[src/rtl/hazard_fwd_unit.sv]
// Hazard detection and forwarding controller with a private destination scoreboard.
// Optional HAZARD_STATS_EN macro adds saturating stall/flush event counters.
module hazard_fwd_unit #(
  parameter int ADDR_W     = 5,
  parameter int DEPTH      = 3,
  parameter int LOAD_READY = 1,
  parameter int SEL_W      = $clog2(DEPTH + 1)
) (
  input  logic              clk,
  input  logic              rst_n,
  input  logic              hold,
  input  logic              id_valid,
  input  logic [ADDR_W-1:0] id_rs,
  input  logic [ADDR_W-1:0] id_rt,
  input  logic              id_rs_used,
  input  logic              id_rt_used,
  input  logic              id_wen,
  input  logic [ADDR_W-1:0] id_waddr,
  input  logic              id_is_load,
  input  logic              id_redirect,
  output logic [SEL_W-1:0]  fwd_a_sel,
  output logic [SEL_W-1:0]  fwd_b_sel,
  output logic              stall,
  output logic              if_en,
  output logic              id_en,
  output logic              id_rst,
  output logic              exe_rst
`ifdef HAZARD_STATS_EN
  ,
  output logic [31:0]       stall_cnt,
  output logic [31:0]       flush_cnt
`endif
);

  typedef struct packed {
    logic [SEL_W-1:0] sel;
    logic             not_ready;
  } fwd_t;

  // Scoreboard: index 0 = EXE, growing towards WB.
  logic [DEPTH-1:0]  v_q;
  logic [DEPTH-1:0]  ld_q;
  logic [ADDR_W-1:0] waddr_q [DEPTH];
  logic [DEPTH-1:0]  rdy;

  fwd_t fwd_a;
  fwd_t fwd_b;

  // Readiness depends only on where a load currently sits, so it is derived
  // from the index instead of being stored and recomputed on every shift.
  always_comb begin
    for (int k = 0; k < DEPTH; k++) begin
      rdy[k] = ~ld_q[k] | (k >= LOAD_READY);
    end
  end

  function automatic fwd_t lookup(input logic used, input logic [ADDR_W-1:0] addr);
    fwd_t r;
    r = '0;
    // Scanning oldest to youngest lets the youngest match overwrite the rest.
    for (int k = DEPTH - 1; k >= 0; k--) begin
      if (used && addr != '0 && v_q[k] && waddr_q[k] == addr) begin
        r.sel       = rdy[k] ? SEL_W'(k + 1) : '0;
        r.not_ready = ~rdy[k];
      end
    end
    return r;
  endfunction

  // NOTE: every always_comb output gets a default before any conditional
  // assignment; a path that leaves one unassigned infers a latch.
  always_comb begin
    fwd_a     = lookup(id_rs_used, id_rs);
    fwd_b     = lookup(id_rt_used, id_rt);
    fwd_a_sel = fwd_a.sel;
    fwd_b_sel = fwd_b.sel;
    stall     = id_valid & (fwd_a.not_ready | fwd_b.not_ready);
    if_en     = ~hold & ~stall;
    id_en     = ~hold & ~stall;
    exe_rst   = ~hold & stall;
    // A stalled branch has unresolved operands, so its redirect is not trusted.
    id_rst    = ~hold & ~stall & id_redirect;
  end

  // NOTE: sequential state uses non-blocking assignments so every register
  // samples pre-edge values and the shift order inside the loop is irrelevant.
  always_ff @(posedge clk or negedge rst_n) begin
    if (!rst_n) begin
      v_q <= '0;
    end else if (!hold) begin
      for (int k = DEPTH - 1; k > 0; k--) begin
        v_q[k] <= v_q[k-1];
      end
      v_q[0] <= id_valid & id_wen & ~stall;
    end
  end

  // NOTE: only the valid bits need reset; address and load flags are ignored
  // while their valid bit is clear, so they stay plain unreset flops.
  always_ff @(posedge clk) begin
    if (!hold) begin
      for (int k = DEPTH - 1; k > 0; k--) begin
        waddr_q[k] <= waddr_q[k-1];
        ld_q[k]    <= ld_q[k-1];
      end
      waddr_q[0] <= id_waddr;
      ld_q[0]    <= id_is_load;
    end
  end

`ifdef HAZARD_STATS_EN
  always_ff @(posedge clk or negedge rst_n) begin
    if (!rst_n) begin
      stall_cnt <= '0;
      flush_cnt <= '0;
    end else begin
      if (exe_rst && stall_cnt != '1) stall_cnt <= stall_cnt + 32'd1;
      if (id_rst && flush_cnt != '1)  flush_cnt <= flush_cnt + 32'd1;
    end
  end
`endif

endmodule

[config.mk]
export PLATFORM = sky130hd
export DESIGN_NAME = hazard_fwd_unit
export DESIGN_NICKNAME = d
export VERILOG_FILES = /design/src/rtl/hazard_fwd_unit.sv
export SDC_FILE = /design/constraint.sdc
export NUM_CORES = 1
export LEC_CHECK = 0
export CAP_MARGIN = 10
export CORE_MARGIN = 5
export CORE_UTILIZATION = 50
export CTS_BUF_LIST = sky130_fd_sc_hd__clkbuf_4 sky130_fd_sc_hd__clkbuf_8 sky130_fd_sc_hd__clkbuf_16
export CTS_CLUSTER_DIAMETER = 150
export DETAILED_ROUTE_END_ITERATION = 12
export DONT_BUFFER_PORTS = 1
export PLACE_DENSITY = 0.7
export SETUP_SLACK_MARGIN = 0.15
export SYNTH_ARGS = -nofsm -noshare
export SYNTH_HDL_FRONTEND = slang
export SYNTH_SLANG_ARGS = --single-unit
[constraint.sdc]
create_clock -name clk -period 5 [get_ports clk]
set_input_delay 0.25 -clock clk [delete_from_list [all_inputs] [get_ports clk]]
set_output_delay 0.25 -clock clk [all_outputs]
set_load 0.01 [all_outputs]
==> run summary <==
vias per inst: 5.83
Antenna Nets Post-Route: 0
part of the power in the clock network: 0.255
CTS root buffer: sky130_fd_sc_hd__clkbuf_4
number of synthesis warnings: 0
startpoint class of the critical path: flop
Core Rows: 16
worst path arrival time: 2.23 ns
CTS tree: done
number of distinct library cells after synthesis: 24
GR Util All Layers: 0.157
Power Total: 314 uW
number of search-and-repair iterations in the first detailed-routing pass: 4
max-cap viol count: 0
TritonCTS buffer count: 3
H-tree level count: 1
clock tree buffer depth: 2
type of destination of the critical path: output pin
Area growth, synth to finish: 5.90%
worst IR drop on VDD: 0.000189 V
core area: 2020 um2
Post-synth ARST share: 0.158
Placed Instance Area: 1110 um2
wire length of the first global-routing pass: 3.71 mm
number of global-route vias before repair: 732
setup violation total in the final timing report: 0
antenna violations before repair: 0
mean post-synth cell area: 12.7 um2
net total in the final layout: 114
quantity of I/O buffers inserted on ports: 0
aggregate negative setup slack: 0 ns
Net Sw Power: 79.8 uW
Syn Nets: 109
unrepaired setup endpoints after global routing: false
number of enable-type register cells in the synthesized netlist: 16
Resized cells post-CTS: 0
IO Pins: 33
relative slew slack: 0.555
max-slew violation total from the final report: 0
Final Skew: 0.0123 ns
layout filler cell count: 174
Antenna Cells: 0
total leakage power: 0.434 nW
Mapped Cells: 85
Top FF cell, synth: sky130_fd_sc_hd__edfxtp_1
Skew-Pair Late Insertion Delay: 0.31 ns
routed wirelength normalized by instance count: 19.8 um
path type of the worst setup path: reg -> out
required time of the worst setup path: 4.75 ns
starting utilization of the core area: 0.535
CTS Sinks: 19
P_int: 235 uW
power per unit of standard cell area: 274 nW/um2
clock transition time at the flip-flop clock pins of the worst setup and hold paths: 0.12 ns
minimum clock period after layout: 2.48 ns
final hold violations: 0
run status: completed
count of routing violations after the opening detailed-route iteration: 19
DRC: 0
die boundary height: 56.5 um
share of the clock period used by the worst path after layout: 0.497
net switching fraction of the power: 0.254
proportion of layout cells with a drive suffix above 1: 0.124
estimated wirelength of the detail-placed design: 1.83 mm
setup bufs post-CTS: 0
sequential area share after synthesis: 0.513
crit path max fanout: 4
fin area: 1150 um2
wire length reported by the detailed router: 2.30 mm
vias: 676
top achievable clock speed: 0.402 GHz
pin count of the biggest net entering global routing: 19
Final Wtd Congestion: 0.767
Reg power frac: 0.630
Die Outline Area: 3200 um2
leftover overflow at the end of global routing: 0
classification of the worst-slack hold path: in -> reg
flop and latch count out of synthesis: 19
x dimension of the die: 56.5 um
Hold Buf Count CTS: 1
post-synth design cell area: 1080 um2
relative contribution of combinational cells to total power: 0.115
measured slew at the worst slew-check pin: 0.666 ns
==> cells in the final DEF (no fill, tap or decap), types with 2 or more instances in the layout <==
master                     count
sky130_fd_sc_hd__nand4_1       4
sky130_fd_sc_hd__dfrtp_1       3
sky130_fd_sc_hd__or4_1         2
sky130_fd_sc_hd__xor2_1       24
sky130_fd_sc_hd__o21a_1        2
sky130_fd_sc_hd__nor4_1        6
sky130_fd_sc_hd__mux2_2        2
sky130_fd_sc_hd__mux2i_1       2
sky130_fd_sc_hd__nand2b_1      2
sky130_fd_sc_hd__clkbuf_4      3
sky130_fd_sc_hd__inv_1         3
sky130_fd_sc_hd__nand4_2       2
sky130_fd_sc_hd__xnor2_1       6
sky130_fd_sc_hd__edfxtp_1     16
==> cell families (layout without fill, tap and decap cells) <==
family	count (synthesis)	after routing	synth area share
AOI/OAI and AO/OA	7	7	0.0520
buffers and inverters	4	8	0.0173
xor gates and xnor gates	30	30	0.243
and+or+nand+nor	21	21	0.135
muxes	4	4	0.0393
DFF	19	19	0.513
==> final cells by class <==
cell class / count / area (um2) / share of cell area
clock buffers: 3 / 22.5 / 0.0197
clock inverters: 1 / 5.00 / 0.00437
inverters: 3 / 11.3 / 0.00983
multi-input cells: 62 / 508 / 0.443
flip-flops and latches: 19 / 556 / 0.485
well taps: 27 / 33.8 / 0.0295
repair buffers: 1 / 10.0 / 0.00873
==> path summary, 6_finish.rpt <==
path | startpoint | cells past startpoint | end | slack, ns
worst max-delay path | waddr_q[0][2] | 5 | id_en | 2.52
worst min-delay path | id_waddr[1] | 0 | waddr_q[0][1] | 0.02
worst max register to register | waddr_q[0][2] | 5 | v_q[0] | 3.31
worst min register to register | waddr_q[0][0] | 0 | waddr_q[0][5] | 0.53
max in group asynchronous | rst_n | 1 | v_q[0] | 4.66
min in group asynchronous | rst_n | 1 | v_q[1] | 0.19
==> cell usage after synthesis (all sizes together) (2+ instances only) <==
cell type,n,share of area
or4,2,0.014
nand2b,2,0.012
mux2,2,0.021
nor4,6,0.035
inv,3,0.010
nand4,6,0.046
mux2i,2,0.018
edfxtp,16,0.44
a21boi,2,0.017
dfrtp,3,0.069
o21a,2,0.014
xnor2,6,0.049
xor2,24,0.19
==> layer usage <==
layer | vias up | GRT usage | share of wire | wire [um]
li1 | 320 | - | - | -
met1 | 328 | 0.184 | 0.41 | 937
met2 | 23 | 0.257 | 0.49 | 1130
met3 | 5 | 0.0459 | 0.083 | 190
met4 | 0 | 0.0814 | 0.019 | 44
met5 | - | 0 | 0 | 0
==> power by group through the flow <==
stage	clock [mW]	combinational (mW)	sequential (mW)
global route	0.0882	0.0398	0.200
global placement	0	0.0339	0.201
floorplan	0	0.0305	0.198
CTS	0.0811	0.0366	0.198
finish	0.0802	0.0361	0.198
detailed placement	0	0.0354	0.201
==> registers in the layout (all words and copies together), names as in the netlist <==
| name | count |
|---|---|
| ld_q | 1 |
| v_q | 3 |
| waddr_q | 15 |
==> worst max-delay path, cell delays in order (launching register included) <==
cell and delay [ns]:
sky130_fd_sc_hd__edfxtp_1 0.47, sky130_fd_sc_hd__xor2_1 0.19, sky130_fd_sc_hd__nor4_1 0.39, sky130_fd_sc_hd__nand4_2 0.23, sky130_fd_sc_hd__a211oi_2 0.44, sky130_fd_sc_hd__nor2_1 0.20
==> per-stage QoR <==
step,instances,utilization,hold slack (ns),setup WS (ns)
5_1_grt,116,0.567,0.00850,2.37
3_3_place_gp,111,0.548,-0.0455,2.87
6_report,116,0.567,0.0231,2.52
2_1_floorplan,85,-,-0.0456,2.96
4_1_cts,116,0.567,0.0218,2.50
3_5_place_dp,111,0.548,-0.0455,2.85
Power figures use the tool's default switching activity.
